$ cat config.mk
export PLATFORM = sky130hd
export DESIGN_NAME = out_buf
export DESIGN_NICKNAME = d
export VERILOG_FILES = /design/src/rtl/out_buf.sv
export SDC_FILE = /design/constraint.sdc
export NUM_CORES = 1
export LEC_CHECK = 0
export BUFFER_PORTS_ARGS = -buffer_cell sky130_fd_sc_hd__buf_2
export CAP_MARGIN = 5
export CELL_PAD_IN_SITES_DETAIL_PLACEMENT = 1
export CELL_PAD_IN_SITES_GLOBAL_PLACEMENT = 1
export CORE_MARGIN = 2
export CORE_UTILIZATION = 47
export DETAILED_ROUTE_END_ITERATION = 8
export GPL_TIMING_DRIVEN = 0
export PLACE_DENSITY = 0.74
export SLEW_MARGIN = 30
export SYNTH_ARGS = -nofsm -noshare
export SYNTH_HDL_FRONTEND = slang
export SYNTH_SLANG_ARGS = --single-unit
$ cat constraint.sdc
create_clock -name clk -period 2.8 [get_ports clk]
set_clock_uncertainty 0.1 [all_clocks]
set_input_delay 0.7 -clock clk [delete_from_list [all_inputs] [get_ports clk]]
set_output_delay 0.7 -clock clk [all_outputs]
set_load 0.01 [all_outputs]
$ cat src/rtl/out_buf.sv
// out_buf: FIFO staging buffer that releases words to the host in TILE-sized bursts.
// Define OUT_BUF_OVF_EN to add the sticky ovf output for writes dropped while full.
module out_buf #(
  parameter int WORDLEN = 8,
  parameter int BUFSIZE = 16,
  parameter int TILE = 4
) (
  input  logic               clk,
  input  logic               rstn,
  input  logic               wr_en,
  input  logic [WORDLEN-1:0] din,
  output logic               full,
  output logic               empty,
  output logic [5:0]         count,
  input  logic               flush,
  output logic               m_valid,
  input  logic               m_ready,
  output logic [WORDLEN-1:0] m_data,
  output logic               m_last
`ifdef OUT_BUF_OVF_EN
  , output logic             ovf
`endif
);
  localparam int AW = $clog2(BUFSIZE);
  typedef enum logic {IDLE, BURST} state_t;
  state_t state, state_nx;
  logic [WORDLEN-1:0] mem [BUFSIZE];
  logic [AW-1:0] head, tail;
  logic [5:0] cnt, cnt_nx, len, len_nx, bcnt, bcnt_nx;
  logic flush_pend, fp_nx, wr, beat, go;
  assign wr = wr_en && !full;
  assign beat = m_valid && m_ready;
  assign full = cnt == 6'(BUFSIZE);
  assign empty = cnt == 6'd0;
  assign count = cnt;
  assign m_data = mem[head];
  assign m_valid = state == BURST;
  assign m_last = m_valid && bcnt == len - 6'd1;
  assign cnt_nx = cnt + 6'(wr) - 6'(beat);
  assign go = cnt >= 6'(TILE) || (flush_pend && !empty);
  always_comb begin
    state_nx = state;
    len_nx = len;
    bcnt_nx = bcnt;
    if (state == IDLE && go) begin
      state_nx = BURST;
      len_nx = cnt >= 6'(TILE) ? 6'(TILE) : cnt;
      bcnt_nx = 6'd0;
    end else if (beat) begin
      state_nx = m_last ? IDLE : BURST;
      bcnt_nx = m_last ? 6'd0 : bcnt + 6'd1;
    end
    // Clearing wins so a drained FIFO never leaves a stale flush behind.
    fp_nx = beat && m_last && cnt_nx == 6'd0 ? 1'b0 :
            flush && !(empty && state == IDLE) ? 1'b1 : flush_pend;
  end
  always_ff @(posedge clk or negedge rstn)
    if (!rstn) begin
      head <= '0;
      tail <= '0;
      cnt <= 6'd0;
      state <= IDLE;
      len <= 6'd0;
      bcnt <= 6'd0;
      flush_pend <= 1'b0;
    end else begin
      head <= head + AW'(beat);
      tail <= tail + AW'(wr);
      cnt <= cnt_nx;
      state <= state_nx;
      len <= len_nx;
      bcnt <= bcnt_nx;
      flush_pend <= fp_nx;
    end
  // Storage is cleared on reset so m_data reads zero while held in reset.
  always_ff @(posedge clk or negedge rstn)
    if (!rstn) begin
      for (int i = 0; i < BUFSIZE; i++) mem[i] <= '0;
    end else if (wr) begin
      mem[tail] <= din;
    end
`ifdef OUT_BUF_OVF_EN
  always_ff @(posedge clk or negedge rstn)
    if (!rstn) ovf <= 1'b0;
    else if (wr_en && full) ovf <= 1'b1;
`endif
endmodule

=== After elaboration in Yosys (flattened, before gate mapping) ===
Cells that the tools add are included.

* Flip-flop bits (word level): 156
* Output and inout bits: 18

* Add/subtract/negate cells: 6
* $lt $le $gt $ge: 4
* Equality and inequality tests: 2
* Mux-type cells: 15
* Bitwise logic cells: 3
* Reduce and logical (&&, ||, !) cells: 18

{| class="wikitable"
|+ Operators with widths
! operator !! count
|-
| $bwmux 128 || 1
|-
| $bmux 8 s4 || 1
|-
| $demux 8 s4 || 1
|-
| $mux 6 || 4
|-
| $mux 8 || 3
|-
| $logic_not 6->1 || 2
|-
| $ge 5x5->1 const B || 2
|-
| $logic_and 1x1->1 || 10
|-
| $not 4->5 || 2
|-
| $add 4x1->4 || 2
|-
| $add 6x1->6 || 1
|-
| $add 6x1->6 const B || 1
|-
| $eq 6x5->1 const B || 1
|-
| $eq 6x6->1 || 1
|-
| $ge 6x3->1 const B || 1
|-
| $sub 6x1->6 || 1
|-
| $sub 6x1->6 const B || 1
|-
| $lt 5x1->1 const B || 1
|-
| $mux 1 || 5
|-
| $reduce_bool 2->1 || 2
|-
| $logic_not 1->1 || 3
|-
| $logic_or 1x1->1 || 1
|-
| $not 1->1 || 1
|}

=== Depth between registers and ports, before layout ===
* Depth after elaboration: 8
* Depth in mapped cells: 15

=== Least setup slack after synthesis ===
Ideal clock, no wire load.

* Kind: reg-to-reg
* Start point: register cnt[2] (netlist: count[2])
* End point: register flush_pend
* Library setup time: 0.148 ns
* Arrival: 2.722 ns
* Required time: 2.552 ns
* Slack: -0.170 ns
* Stages on the path, launching flop included: 14
* Buffers on the path: 0
* Period minus slack after synthesis: 2.970 ns
* Cell sequence: dfrtp_1 -> inv_1 -> ha_1 -> and4bb_1 -> nand2b_4 -> ha_1 -> inv_1 -> ha_1 -> inv_1 -> fa_1 -> inv_1 -> or3_1 -> nor4_1 -> a31oi_1

* Longest elaborated chain between the ends: 8
* Elaborated cells between the ends (all ways): 13

{| class="wikitable"
|+ Ends and longest elaborated chain
! what !! RTL line !! source
|-
| start, declared || 29 || <nowiki>logic [5:0] cnt, cnt_nx, len, len_nx, bcnt, bcnt_nx;</nowiki>
|-
| start signal, assigned || 69 || <nowiki>cnt <= cnt_nx;</nowiki>
|-
| $eq 6x5->1 (*) || 33 || <nowiki>assign full = cnt == 6'(BUFSIZE);</nowiki>
|-
| named net full || 12 || <nowiki>output logic full,</nowiki>
|-
| $logic_not 1->1 (*) || 31 || <nowiki>assign wr = wr_en && !full;</nowiki>
|-
| $logic_and 1x1->1 (*) || 31 ||
|-
| $add 6x1->6 (*) || 39 || <nowiki>assign cnt_nx = cnt + 6'(wr) - 6'(beat);</nowiki>
|-
| $sub 6x1->6 (*) || 39 ||
|-
| named net cnt_nx[1] || 29 ||
|-
| $logic_not 6->1 (*) || 54 || <nowiki>fp_nx = beat && m_last && cnt_nx == 6'd0 ? 1'b0 :</nowiki>
|-
| $logic_and 1x1->1 (*) || 54 ||
|-
| $mux 1 or $reduce_bool 2->1 (tied branches) || -- ||
|-
| end signal, assigned || 73 || <nowiki>flush_pend <= fp_nx;</nowiki>
|-
| end, declared || 30 || <nowiki>logic flush_pend, fp_nx, wr, beat, go;</nowiki>
|}

Mark *: on every way through the listed nets, which the timed path passes. The rest lies on a longest branch.
A chain may end at the register's enable or synchronous reset.

=== Worst setup path in the final report ===
* Start point: register head[0]
* End point: output port m_data[6]

* Longest elaborated chain between the ends: 4

{| class="wikitable"
|+ Ends and longest elaborated chain
! what !! RTL line !! source
|-
| start, declared || 28 || <nowiki>logic [AW-1:0] head, tail;</nowiki>
|-
| start signal, assigned || 67 || <nowiki>head <= head + AW'(beat);</nowiki>
|-
| $not 4->5 (implied by the code) || 36 || <nowiki>assign m_data = mem[head];</nowiki>
|-
| $bmux 8 s4 || 36 ||
|-
| $mux 8 (implied by the code) (2 in a row) || 36 ||
|-
| end, declared || 18 || <nowiki>output logic [WORDLEN-1:0] m_data,</nowiki>
|}

No other way between the ends. The select of a mux whose other input is x is not followed.

==> impl_metrics.csv <==
group,metric,value,unit
outcome,status,"finished, violations left",
outcome,violations,"setup timing",
power,total_power,0.01220,W
synth,synthCells,561,
synth,syn_avg_cell_area,13.51,um2
timing,holdWs,0.06588,ns
floorplan,die-area,0.01716,mm2
finish,n_antenna_cell,0,
clocking,htree_levels,4,
detailed_routing,wirelength,20580,um
detailed_routing,vias,4974,
worst_setup_path,path_class,"reg -> out",
synth,syn_area,0.007581,mm2
detailed_routing,firstDrtPassIters,5,
placement,place.gp.congestion,0.7766,
timing,setup_ws,-0.1770,ns
worst_setup_path,start_kind,"register",
synth,yosys_warnings,0,
finish,final_cell_area,0.009313,mm2
clocking,cts_tree,"yes",
floorplan,rows,46,
worst_setup_path,worstPathRequired,2.00,ns
run,cap_viol_max_count,0,
detailed_routing,drt_iter0_markers,259,
worst_setup_path,arrival,2.18,ns
finish,fill_cells,1528,
timing,fin_crit_sh,106.3,%
synth,syn_nets,592,
placement,portBuffers,30,
global_routing,grt_pass1_wl,31200,um
finish,layout-drive-gt1-share,49.77,%
detailed_routing,wire_per_inst,23.91,um
floorplan,start_util,47.90,%
clocking,clock_latency,0.43,ns
placement,pre_cts_slack,-0.4354,ns
power,leakage,4.127,nW
placement,post_dp_cell_area,0.008094,mm2
min_path,hp-class,"in -> async",
clocking,cts.sinks,156,
floorplan,ios,31,
power,powerDensity,1310,mW/mm2
timing,period_needed,2.977,ns
worst_setup_path,cp_max_fo,10,
finish,layout_common_cells,"dfrtp_1, mux2_2, buf_2, buf_4, mux2i_1",
finish,syn2layout_area_growth,22.84,%
timing,hold_violations,0,
timing,final.setup.tns,-1.098,ns
detailed_routing,viasPerCell,5.777,
detailed_routing,post-route-drc-count,0,
worst_setup_path,r2r-start,"count[2]",
floorplan,coreArea,0.01583,mm2
floorplan,dieWidth,131.0,um
clocking,clockBufferDepth,2,
timing,rsz0062_at_grt,"true",
floorplan,die_h,131.0,um
global_routing,grt_max_degree,57,
global_routing,grt_antenna_before_repair,0,
synth,async_flop_share,100.0,%
timing,max_freq,335.9,MHz
clocking,cts.clk_slew.worst_paths,0.07,ns
synth,netlist.top_cell.by_area,"dfrtp_1",
synth,yosys.area.top_type_share,51.49,%
timing,worst_slew_pin_slew,0.7619,ns
synth,ys_ff_latch,156,
synth,yosysSeqAreaShare,51.49,%
timing,maxSlewViolCount,0,
clocking,ctsHoldBuffers,0,
clocking,clockRootBuffer,"clkbuf_16",
global_routing,grt_pass1_vias,5530,
finish,seq_area,0.003910,mm2
finish,multi_input_area,0.003782,mm2
timing,maxSlewHeadroom,49.21,%
synth,ys.flop_type,"dfrtp_1",
synth,synth-edff-count,0,
timing,setup_viol,9,
placement,hpwl,13510,um
power,vdd_drop_max,0.0005815,V
synth,ys_types,51,
global_routing,grt_util_all_layers,25.05,%
worst_setup_path,setup.worst_path.start,"head[0]",
global_routing,overflow,0,
clocking,numCtsBuffers,17,
finish,final_common_cell,"dfrtp_1",
worst_setup_path,end_kind,"output pin",
finish,nets,664,
synth,ys_top_cells_by_area,"dfrtp_1, mux2_2, mux4_2",
detailed_routing,antenna_left,0,
[registers in the layout (all words and copies together), names as in the netlist]
name,count
mem,128
head,4
count,6
flush_pend,1
len,6
m_valid,1
bcnt,6
tail,4
[what timing repair did]
action                     4_1_cts  5_1_grt
pin swaps                       12        9
setup endpoints to repair       14       36
setup buffers                   13        9
resized for setup               63       40
[layer usage]
| metal | global-route usage (%) | part of all wire [%] | routed length, um |
|---|---|---|---|
| met1 | 30.46 | 42 | 8625 |
| met2 | 44.62 | 54 | 11130 |
| met3 | 5.212 | 2.6 | 529 |
| met4 | 8.073 | 1.5 | 302 |
| met5 | 0 | 0 | 0 |
[worst max-delay path, cell delays in order (launching register included)]
cell,delay [ns]
dfrtp_2,0.47
buf_12,0.18
mux2_2,0.34
o21ai_0,0.19
a21oi_1,0.13
a22oi_1,0.17
nand2_1,0.11
buf_2,0.15
[final timing paths]
kind	end	slack, ns	cells past startpoint
max in group asynchronous	mem[33]	1.62	3
min in group clk	m_valid	0.40	2
hold reg to reg	mem[109]	0.41	1
hold / removal	mem[11]	0.07	1
setup / recovery	m_data[6]	-0.18	7
setup reg to reg	flush_pend	-0.11	13
[report_power, final]
group,switching [W],internal [W]
Clock,0.000925,0.00169
Combinational,0.00276,0.00277
Sequential,0.000747,0.00331
Total,0.00443,0.00777
[layout make-up]
cell class	instances	area share, %
repair buffers	54	4.219
inverters	20	0.8867
well taps	216	2.902
clock buffers	19	4.756
clock inverters	12	2.338
plain buffers	27	2.297
flip-flops and latches	156	41.99
multi-input cells	357	40.62
[cell families (layout without fill, tap and decap cells)]
family	after synthesis	after routing	synth area share, %
flip-flops	156	156	51.49
buffers and inverters	48	132	2.657
XOR/XNOR	16	16	1.849
AO/OA/AOI/OAI	72	72	6.239
multiplexers	176	176	28.52
adder cells (fa/ha/maj)	18	18	3.070
AND/OR/NAND/NOR	75	75	6.173
[cell usage after synthesis (all sizes together) (9+ instances only)]
master,count
clkbuf,19
xor2,9
buf,9
mux2,136
dfrtp,156
inv,20
o21ai,23
nand3,11
mux4,16
nor2,12
mux2i,24
ha,17
a21oi,14
nand2,21
[through the flow]
step	utilization, %	std cells
after detailed placement	51.14	809
after global placement	50.73	807
after global routing	58.84	861
after CTS	57.34	852
final	58.84	861
after floorplan	-	561
Power figures use the tool's default switching activity.
